## src/rtl/conv_result_streamer.sv

```systemverilog
// Result streamer for a convolution engine: buffers raster-order words and tags row/frame ends.
// Latency: one cycle from a push into an empty FIFO to out_valid.
// Backpressure: out_ready stalls the FIFO head; in_ready drops when the FIFO is full or the frame is complete.

// Generic synchronous FIFO with flush; head word read combinationally from storage.
// Latency: one cycle from write to visibility at the head.
// Backpressure: writes refused while full (even with a same-cycle read); reads ignored while empty.
module conv_result_fifo #(
  parameter int WIDTH = 32,
  parameter int DEPTH = 16
) (
  input  logic             clk,
  input  logic             rst,
  input  logic             flush,
  input  logic             wr_vld,
  input  logic [WIDTH-1:0] wr_dat,
  input  logic             rd_rdy,
  output logic [WIDTH-1:0] rd_dat,
  output logic             empty,
  output logic             full
);
  localparam int AW = $clog2(DEPTH);
  localparam logic [AW:0] FULL_CNT = (AW+1)'(DEPTH);

  logic [WIDTH-1:0] mem [DEPTH];
  logic [AW-1:0]    wr_ptr;
  logic [AW-1:0]    rd_ptr;
  logic [AW:0]      count;
  logic             wr_en;
  logic             rd_en;

  assign full   = (count == FULL_CNT);
  assign empty  = (count == '0);
  assign wr_en  = wr_vld && !full && !flush;
  assign rd_en  = rd_rdy && !empty && !flush;
  assign rd_dat = mem[rd_ptr];

  always_ff @(posedge clk) begin
    if (rst || flush) begin
      wr_ptr <= '0;
      rd_ptr <= '0;
      count  <= '0;
    end else begin
      if (wr_en) wr_ptr <= wr_ptr + AW'(1);
      if (rd_en) rd_ptr <= rd_ptr + AW'(1);
      if (wr_en && !rd_en)
        count <= count + (AW+1)'(1);
      else if (rd_en && !wr_en)
        count <= count - (AW+1)'(1);
    end
  end

  always_ff @(posedge clk) begin
    if (wr_en) mem[wr_ptr] <= wr_dat;
  end
endmodule

// Frame controller: accepts a frame start, streams D*D result words with row/frame end markers.
// Latency: one cycle in-to-out through the FIFO; done pulses the cycle after the last word leaves.
// Backpressure: out_ready stalls the stream; in_valid against a full FIFO mid-frame aborts with overflow.
module conv_result_streamer #(
  parameter int FIFO_DEPTH = 16
) (
  input  logic        clk,
  input  logic        rst,
  input  logic        start,
  input  logic [7:0]  input_size,
  input  logic [7:0]  filter_size,
  input  logic        in_valid,
  input  logic [31:0] in_data,
  output logic        in_ready,
  output logic        out_valid,
  output logic [31:0] out_data,
  input  logic        out_ready,
  output logic        out_last_col,
  output logic        out_last,
  output logic        busy,
  output logic        done,
  output logic        size_err,
  output logic        overflow
);
  typedef enum logic [1:0] {IDLE, STREAM, DONE} state_t;

  // Frame geometry kept as last index (D-1) and total word count (D*D).
  typedef struct packed {
    logic [7:0]  dm1;
    logic [15:0] len;
  } cfg_t;

  state_t      state_q;
  state_t      state_d;
  cfg_t        cfg_q;
  logic [15:0] rcv_cnt;
  logic [7:0]  col;
  logic [7:0]  row;
  logic [15:0] d_wide;
  logic        fifo_empty;
  logic        fifo_full;
  logic        fifo_flush;
  logic        start_acc;
  logic        sizes_ok;
  logic        all_rcvd;
  logic        push;
  logic        pop;
  logic        ovf_hit;
  logic        col_end;
  logic        last_pop;

  assign start_acc  = (state_q == IDLE) && start;
  assign sizes_ok   = (filter_size != 8'd0) && (filter_size <= 8'd16) && (filter_size <= input_size);
  assign d_wide     = {8'd0, input_size - filter_size + 8'd1};
  assign all_rcvd   = (rcv_cnt == cfg_q.len);
  assign push       = in_valid && in_ready;
  assign pop        = out_valid && out_ready;
  assign col_end    = (col == cfg_q.dm1);
  assign last_pop   = pop && col_end && (row == cfg_q.dm1);
  // A word offered against a full FIFO before the frame is complete cannot be held: abort.
  assign ovf_hit    = (state_q == STREAM) && in_valid && fifo_full && !all_rcvd;
  assign fifo_flush = start_acc || ovf_hit;

  conv_result_fifo #(
    .WIDTH (32),
    .DEPTH (FIFO_DEPTH)
  ) u_fifo (
    .clk    (clk),
    .rst    (rst),
    .flush  (fifo_flush),
    .wr_vld (push),
    .wr_dat (in_data),
    .rd_rdy (pop),
    .rd_dat (out_data),
    .empty  (fifo_empty),
    .full   (fifo_full)
  );

  always_ff @(posedge clk) begin
    if (rst) state_q <= IDLE;
    else     state_q <= state_d;
  end

  always_comb begin
    state_d = state_q;
    case (state_q)
      IDLE:    if (start && sizes_ok) state_d = STREAM;
      STREAM:  if (ovf_hit)           state_d = IDLE;
               else if (last_pop)     state_d = DONE;
      DONE:    state_d = IDLE;
      default: state_d = IDLE;
    endcase
  end

  always_comb begin
    busy         = (state_q == STREAM);
    done         = (state_q == DONE);
    in_ready     = busy && !fifo_full && !all_rcvd;
    out_valid    = busy && !fifo_empty;
    out_last_col = out_valid && col_end;
    out_last     = out_last_col && (row == cfg_q.dm1);
  end

  always_ff @(posedge clk) begin
    if (rst) begin
      cfg_q    <= '0;
      rcv_cnt  <= '0;
      col      <= '0;
      row      <= '0;
      size_err <= 1'b0;
      overflow <= 1'b0;
    end else if (start_acc) begin
      cfg_q.dm1 <= input_size - filter_size;
      cfg_q.len <= d_wide * d_wide;
      rcv_cnt   <= '0;
      col       <= '0;
      row       <= '0;
      size_err  <= !sizes_ok;
      overflow  <= 1'b0;
    end else begin
      if (ovf_hit) overflow <= 1'b1;
      if (push)    rcv_cnt  <= rcv_cnt + 16'd1;
      if (pop) begin
        if (col_end) begin
          col <= '0;
          row <= row + 8'd1;
        end else begin
          col <= col + 8'd1;
        end
      end
    end
  end
endmodule

```

## config.mk

```make
export PLATFORM = sky130hd
export DESIGN_NAME = conv_result_streamer
export DESIGN_NICKNAME = d
export VERILOG_FILES = /design/src/rtl/conv_result_streamer.sv
export SDC_FILE = /design/constraint.sdc
export NUM_CORES = 1
export LEC_CHECK = 0
export ABC_AREA = 1
export BUFFER_PORTS_ARGS = -buffer_cell sky130_fd_sc_hd__buf_2
export CAP_MARGIN = 20
export CORE_MARGIN = 10
export CORE_UTILIZATION = 55
export DETAILED_ROUTE_END_ITERATION = 8
export PLACE_DENSITY = 0.7
export SLEW_MARGIN = 20
export SYNTH_ARGS = -nofsm -noshare
export SYNTH_HDL_FRONTEND = slang
export SYNTH_HIERARCHICAL = 1
export SYNTH_SLANG_ARGS = --single-unit
```

## constraint.sdc

```tcl
create_clock -name clk -period 10.85 [get_ports clk]
set_input_delay 0 -clock clk [delete_from_list [all_inputs] [get_ports clk]]
set_output_delay 0 -clock clk [all_outputs]
set_load 0.05 [all_outputs]
```

==> results of run 1 <==
logic make-up after synthesis:
logic type,Yosys count,share of synthesized area (%)
buffers and inverters,471,6.89
other,1,0.0136
AND/OR/NAND/NOR,1481,23.2
adder cells (fa/ha/maj),77,4.23
flip-flops,588,61.2
AO/OA/AOI/OAI,138,2.74
XOR/XNOR,53,1.68
power breakdown:
| group | switching [mW] | internal, mW | total (mW) |
|---|---|---|---|
| Combinational | 0.716 | 0.442 | 1.16 |
| Sequential | 0.0134 | 2.48 | 2.49 |
| Clock | 0.842 | 1.20 | 2.04 |
synth_stat cells, drive strengths merged, types with 16 or more instances:
| library cell | n |
|---|---|
| nand2 | 796 |
| edfxtp | 512 |
| inv | 350 |
| nand3 | 349 |
| nor2 | 208 |
| buf | 85 |
| dfxtp | 76 |
| or2 | 70 |
| a21oi | 56 |
| o21ai | 53 |
| ha | 50 |
| xor2 | 37 |
| clkbuf | 35 |
| nand4 | 34 |
| fa | 27 |
| nor3 | 16 |
| xnor2 | 16 |
metal layers:
metal	global-route usage (%)	share of wire (%)	routed length [um]
met3	3.03	6.8	4440
met5	0	0	0
met4	7.03	2.4	1600
met1	29.3	43	28000
met2	35.9	48	31600
critical path, delay by kind of cell:
family / cells / cell delay, ns
and+or+nand+nor: 9 / 1.18
adders and majority gates: 8 / 3.21
xor gates and xnor gates: 1 / 0.15
AOI/OAI and AO/OA: 3 / 0.44
buffers and inverters: 8 / 1.03
registers in the layout (all words and copies together), names as in the netlist, named ones only:
name and cells:
u_fifo/mem 512, cfg_q 23, rcv_cnt 16, col 8
row 8, u_fifo/count 5, u_fifo/rd_ptr 4, u_fifo/wr_ptr 4
state_q 2, overflow 1, size_err 1
worst paths after layout:
| kind | start | to | cells past startpoint | slack (ns) |
|---|---|---|---|---|
| worst min-delay path | input_size[1] | cfg_q[17] | 4 | 0.06 |
| worst max register to register | u_fifo/count[0] | u_fifo/mem[6][1] | 11 | 7.06 |
| worst max-delay path | filter_size[0] | cfg_q[14] | 29 | 5.33 |
| worst min register to register | overflow | overflow | 2 | 0.47 |
timing repair:
action                    in CTS  in global routing
hold buffers                  43                  0
hold endpoints to repair     557                  0
gates resized for setup        0                  0
placed cells by master (no fill, tap or decap), types with 52 or more instances in the layout:
cell | Yosys | routed
o21ai_0 | 52 | 52
buf_2 | 57 | 92
edfxtp_1 | 512 | 512
or2_2 | 63 | 63
dfxtp_1 | 76 | 72
inv_1 | 343 | 342
nor2_1 | 202 | 186
nand2_1 | 792 | 792
clkbuf_16 | 0 | 57
nand3_1 | 348 | 348
a21oi_1 | 56 | 56
final cells by class:
| cell class | count | area share (%) |
|---|---|---|
| sequential | 588 | 54.5 |
| multi-input combinational | 1751 | 28.7 |
| clock buffer | 65 | 4.69 |
| inverter | 351 | 4.28 |
| timing repair buffer | 163 | 3.55 |
| tap | 672 | 2.71 |
| clock inverter | 41 | 1.57 |
| antenna | 2 | 0.0161 |
metrics by stage:
stage | total power [mW] | setup slack (ns) | hold WS, ns | util [%]
after floorplan | 3.40 | 5.87 | 0.0989 | -
after global placement | 3.63 | 5.40 | 0.337 | 57.5
after detailed placement | 3.66 | 5.31 | 0.345 | 57.5
after CTS | 5.72 | 5.42 | 0.0423 | 62.2
after global routing | 6.00 | 4.84 | 0.0907 | 62.3
final | 5.69 | 5.33 | 0.0644 | 62.3
==> flow_summary.toml, run 1 <==
[placed_design]
placed_cell_area_um2 = 28700
io_buffer_count = 92
gp_congestion = 0.934
dp.final_hpwl_um = 35400
dp_cells = 3481

[die]
rows = 82
die_x_um = 244
coreArea_um2 = 49900
dieArea_um2 = 59500
start_util_pct = 55.3
die_h_um = 244
io_pins = 93

[sta]
final_max_slew_viol_count = 0
finalCriticalPeriod_ns = 5.52
finalCritPeriodShare_pct = 50.8
fin_tns_setup_ns = 0
worst_clock_skew_ns = 0.0183
relSlewSlack_pct = 28.0
hold_violations = 0
finalSetupViolCount = 0
tightestPinTransition_ns = 1.08
max_freq_mhz = 181
rsz0062_at_grt = "false"

[power_and_ir_drop]
p_per_area_nw_per_um2 = 183
p_leak_nw = 12.7
vdd_drop_max_uv = 212

[grt]
grt_pass1_wl_um = 103000
antenna_found_initial = 2
grt_max_degree = 109
track_usage_pct = 21.7
grt_pass1_vias = 19000
grt-ovfl-total = 0

[logic_synthesis]
ys.flop_type = "edfxtp_1"
synth_area_leaders = "edfxtp_1 (56%), nand2_1 (11%), nand3_1 (6.3%)"
syn_avg_cell_area_um2 = 9.82
synth_top_area_share_pct = 55.7
syn_area_um2 = 27600
ys_types = 48
yosysWarnings = 6
netlist_instances = 2809
yosysTopAreaCell = "edfxtp_1"
synth-edff-count = 512
ys_ff_latch = 588
seq_area_frac_synth_pct = 61.2
async_flop_share_pct = 0

[critical_path]
crit_fanout = 5
required_ns = 11.35
cpMostUsedCell = "inv_1"
worstPathArrival_ns = 6.02
cp-end-kind = "flop"
cp_slowest_cell = "fa_1"
path_class = "input pin to flop"
start_kind = "input pin"
crit_path_max_incr_delay_ns = 0.58

[layout]
drive_above_1_share_pct = 10.7
regArea_um2 = 16900
stdcell_area_um2 = 31000
fillers = 3968
syn_to_final_growth_pct = 12.5
layout.nets = 3042
final_cells = 3633
multi_input_area_um2 = 8920

[clock_network]
cts_root_buf = "clkbuf_16"
insertion_delay_ns = 0.62
htreeDepth = 2
clock_path_buffers = 3
cts_buffers = 57
postCtsSetupBuffers = 0
clk_pin_slew_ns = 0.06
cts_num_sinks = 588
cts_tree = "done"

[flow_run]
drv_cap = 0

[route]
drt-initial-drc-count = 1853
drc = 0
route.vias.total = 19600
routedWlPerCell_um = 18.1
via_per_inst = 5.39
wl_um = 65700
firstDrtPassIters = 6
drtAntennaViolNets = 0

[worst_hold_path]
hold_path_class = "input pin to flop"

[outcome]
outcome = "completed"
Note: power is estimated with default switching activity, not from simulation.
==> run 2: changes to the inputs <==
- PLACE_DENSITY: 0.7 -> 0.73
- clock period: 10.85 -> 4.4 ns (I/O delays scaled with it)
==> flow_summary.toml, run 2 (synthesized netlist as in run 1, its figures left out) <==
[sta]
finalSetupViolCount = 5
finalCriticalPeriod_ns = 4.49
max_freq_mhz = 223
tightestPinTransition_ns = 1.10
relSlewSlack_pct = 26.4
worst_clock_skew_ns = 0.0194
finalCritPeriodShare_pct = 102
hold_violations = 0
timing.final.ws_setup_ns = -0.0873
final_max_slew_viol_count = 0
rsz0062_at_grt = "true"

[layout]
regArea_um2 = 16900
final_cells = 3727
largest_register_ffs = 512
stdcell_area_um2 = 31900
top_regs = "u_fifo/mem x512, cfg_q x23, rcv_cnt x16"
multi_input_area_um2 = 9130
layout.nets = 3137
layout_common_cells = "nand2_1 (789), edfxtp_1 (512), nand3_1 (346)"
top_register = "u_fifo/mem"
layout.cells.most_common = "nand2_1"
drive_above_1_share_pct = 14.4
fillers = 3941
syn_to_final_growth_pct = 15.7

[die]
rows = 82
die_h_um = 244
die_x_um = 244
dieArea_um2 = 59500
io_pins = 93
start_util_pct = 55.3
coreArea_um2 = 49900

[critical_path]
cp-end-kind = "flop"
path_class = "input pin to flop"
cpMostUsedCell = "fa_1"
required_ns = 4.89
cp_slowest_cell = "fa_2"
critPathBufInv = 10
path_delay_family = "adder cells"
start_kind = "input pin"
worstPathArrival_ns = 4.98
crit_fanout = 3
crit_path_max_incr_delay_ns = 0.62

[outcome]
outcome = "complete, but fails checks"
failed_checks = "negative setup slack"

[route]
drc = 0
drt-initial-drc-count = 1940
via_per_inst = 5.36
firstDrtPassIters = 5
drtAntennaViolNets = 0
routedWlPerCell_um = 18.0
wl_um = 67200
route.vias.total = 20000

[clock_network]
cts_root_buf = "clkbuf_16"
clock_path_buffers = 3
htreeDepth = 2
cts_num_sinks = 588
clk_pin_slew_ns = 0.06
cts_buffers = 57
cts_tree = "done"
insertion_delay_ns = 0.61

[grt]
antenna_found_initial = 4
track_usage_pct = 22.3
grt_pass1_vias = 19800
grt_pass1_wl_um = 107000
grt-ovfl-total = 0
grt_max_degree = 260

[power_and_ir_drop]
vdd_drop_max_uv = 968
p_leak_nw = 13.2
p_per_area_nw_per_um2 = 470

[flow_run]
drv_cap = 0

[placed_design]
io_buffer_count = 92
placed_cell_area_um2 = 29600
dp_cells = 3572
dp.final_hpwl_um = 38700
gp_congestion = 0.889

[worst_hold_path]
hold_path_class = "input pin to flop"
==> run 2: cell type report <==
type	count	share of cell area, %
clock buffer	67	4.58
sequential	588	52.9
tap	672	2.63
antenna	3	0.0235
multi-input combinational	1751	28.6
inverter	351	4.20
timing repair buffer	258	6.18
clock inverter	37	0.846
==> run 2: metal layers <==
| metal | GRT usage, % | vias to the layer above | routed length [um] |
|---|---|---|---|
| met3 | 3.13 | 144 | 4250 |
| met5 | 0 | - | 7 |
| met4 | 7.91 | 2 | 2050 |
| li1 | - | 9606 | - |
| met2 | 37.6 | 678 | 33100 |
| met1 | 29.2 | 9545 | 27900 |
==> run 2: worst reg2reg max path: cells and delay by family (launching register included) <==
kind | cells | cell delay (ns)
buf+inv | 2 | 0.35
simple gates | 9 | 2.48
flops | 1 | 0.50
==> run 2: worst paths after layout <==
| path | from | cells after the start | endpoint | slack (ns) |
|---|---|---|---|---|
| max | input_size[0] | 31 | cfg_q[10] | -0.09 |
| min | input_size[1] | 5 | cfg_q[17] | 0.16 |
| max reg2reg | rcv_cnt[3] | 11 | u_fifo/mem[1][2] | 0.74 |
| min reg2reg | cfg_q[8] | 2 | cfg_q[8] | 0.47 |
==> run 2: metrics by stage <==
stage | worst slack, ns | utilization, % | hold slack, ns | power [mW] | setup TNS [ns]
6_report | -0.0873 | 64.0 | 0.158 | 15.0 | -0.348
5_1_grt | -0.391 | 64.0 | 0.191 | 15.8 | -2.39
4_1_cts | -0.0106 | 63.8 | 0.138 | 14.9 | -0.0186
3_5_place_dp | -0.888 | 59.3 | 0.386 | 9.99 | -7.38
3_3_place_gp | -0.839 | 59.3 | 0.373 | 9.91 | -6.85
2_1_floorplan | -0.437 | - | 0.0989 | 8.63 | -2.43
==> run 2: repair_timing <==
action,4_1_cts,5_1_grt
hold buffers,40,0
hold endpoints to repair,548,0
resized for setup,16,22
buffers inserted,5,2
endpoints found under the setup margin,8,10
pin swaps,28,19
==> run 2: power by group <==
part / internal, mW / switching, mW / leakage, nW
sequential: 6.10 / 0.0325 / 5.22
clock: 2.59 / 2.01 / 0.844
combinational: 2.08 / 2.19 / 7.09
==> run 3: changes to the inputs <==
- SETUP_SLACK_MARGIN: default -> 0.3
==> flow_summary.toml, run 3 (synthesized netlist as in run 1, its figures left out) <==
[outcome]
outcome = "complete, but fails checks"
failed_checks = "negative setup slack"

[power_and_ir_drop]
p_switching_mw = 4.39
internal_power_mw = 10.9
vdd_drop_max_uv = 1250
pwr-share-seq_pct = 40.1
p_comb_share_pct = 29.0
total_power_mw = 15.3
p_leak_nw = 13.2
p_per_area_nw_per_um2 = 478
swShare_pct = 28.6
clock_power_share_pct = 30.9

[placed_design]
io_buffer_count = 92
dp.final_hpwl_um = 38100
gp_congestion = 0.881
dp_cells = 3580

[critical_path]
crit_path_max_incr_delay_ns = 0.63
cpMostUsedCell = "fa_1"
cp-end-kind = "flop"
required_ns = 4.90
path_class = "input pin to flop"
crit_fanout = 4
start_kind = "input pin"
worstPathArrival_ns = 5.04
cp_slowest_cell = "fa_2"

[sta]
rsz0062_at_grt = "true"
relSlewSlack_pct = 23.2
max_freq_mhz = 220
finalCriticalPeriod_ns = 4.54
tightestPinTransition_ns = 1.15
finalSetupViolCount = 5
worst_clock_skew_ns = 0.0437
final_max_slew_viol_count = 0
hold_violations = 0
timing.final.ws_setup_ns = -0.144
finalCritPeriodShare_pct = 103
hold_slack_ns = 0.170

[grt]
grt_pass1_wl_um = 106000
antenna_found_initial = 1
grt-ovfl-total = 0
grt_max_degree = 219
track_usage_pct = 22.4
grt_pass1_vias = 19800

[clock_network]
insertion_delay_ns = 0.63
cts_tree = "done"
clock_path_buffers = 3
cts_root_buf = "clkbuf_16"
htreeDepth = 2
cts_buffers = 58
clk_pin_slew_ns = 0.06
cts_num_sinks = 588

[layout]
final_cells = 3735
largest_register_ffs = 512
antenna-diode-count = 0
top_regs = "u_fifo/mem x512, cfg_q x23, rcv_cnt x16"
layout.cells.most_common = "nand2_1"
top_register = "u_fifo/mem"
drive_above_1_share_pct = 15.3
layout_common_cells = "nand2_1 (785), edfxtp_1 (512), nand3_1 (344)"
layout.nets = 3147
syn_to_final_growth_pct = 16.1

[die]
die_x_um = 244
start_util_pct = 55.3
die_h_um = 244
io_pins = 93
coreArea_um2 = 49900
dieArea_um2 = 59500
rows = 82

[route]
drtAntennaViolNets = 0
routedWlPerCell_um = 18.1
firstDrtPassIters = 6
drt-initial-drc-count = 1896
route.vias.total = 20100
drc = 0
wl_um = 67500
via_per_inst = 5.39

[worst_hold_path]
hold_path_class = "input pin to flop"

[flow_run]
drv_cap = 0
[run 3: cell types whose count changed in the layout (fill, tap and decap cells not counted), sizes merged]
| cell | previous run | this run |
|---|---|---|
| inv | 352 | 350 |
| clkinv | 31 | 37 |
| clkinvlp | 1 | 3 |
| diode | 3 | 0 |
| buf | 218 | 227 |
| clkbuf | 67 | 63 |
[run 3: per-stage QoR]
| step | cell area, um^2 | worst slack (ns) | utilization [%] | TNS, ns |
|---|---|---|---|---|
| floorplan | 27700 | -0.437 | - | -2.43 |
| detailed placement | 29600 | -0.924 | 59.3 | -7.55 |
| global route | 32000 | -0.383 | 64.2 | -2.28 |
| global placement | 29600 | -0.841 | 59.3 | -6.85 |
| finish | 32000 | -0.144 | 64.2 | -0.458 |
| CTS | 31900 | -0.0469 | 64.0 | -0.113 |
[run 3: area by class of cell]
class	count	area [um^2]
multi-input combinational	1751	9150
sequential	588	16900
tap	672	841
clock buffer	63	1470
timing repair buffer	267	1970
clock inverter	43	345
fill	3911	17800
inverter	351	1350
[run 3: repair_timing]
item	4_1_cts	5_1_grt
pin swaps	28	10
hold endpoints to repair	549	0
resized for setup	18	28
buffers inserted	8	0
hold buffers	40	0
setup endpoints to repair	10	10
[run 3: metal layers]
| layer | track usage [%] | vias up | routed length (um) |
|---|---|---|---|
| li1 | - | 9625 | - |
| met1 | 29.7 | 9612 | 28000 |
| met2 | 37.1 | 745 | 32400 |
| met3 | 4.09 | 138 | 5240 |
| met4 | 6.68 | 2 | 1880 |
| met5 | 0 | - | 7 |
[run 3: path summary, 6_finish.rpt]
path	startpoint	endpoint	slack, ns	depth (start not counted)
min reg2reg	overflow	overflow	0.45	2
max	input_size[0]	cfg_q[14]	-0.14	31
max reg2reg	rcv_cnt[12]	u_fifo/mem[6][2]	0.71	13
min	input_size[1]	cfg_q[17]	0.17	5
[run 3: critical path, delay by kind of cell]
family | cells | cell delay, ns
AO/OA/AOI/OAI | 3 | 0.28
XOR/XNOR | 1 | 0.15
adder cells (fa/ha/maj) | 8 | 3.17
buffers and inverters | 9 | 0.64
AND/OR/NAND/NOR | 10 | 0.81
[run 3: power by group through the flow]
stage / Sequential [mW] / Combinational (mW) / Clock, mW
6_report: 6.14 / 4.45 / 4.74
5_1_grt: 6.14 / 5.00 / 5.04
4_1_cts: 6.14 / 4.09 / 4.81
3_5_place_dp: 6.25 / 3.72 / 0
3_3_place_gp: 6.25 / 3.65 / 0
2_1_floorplan: 6.25 / 2.38 / 0
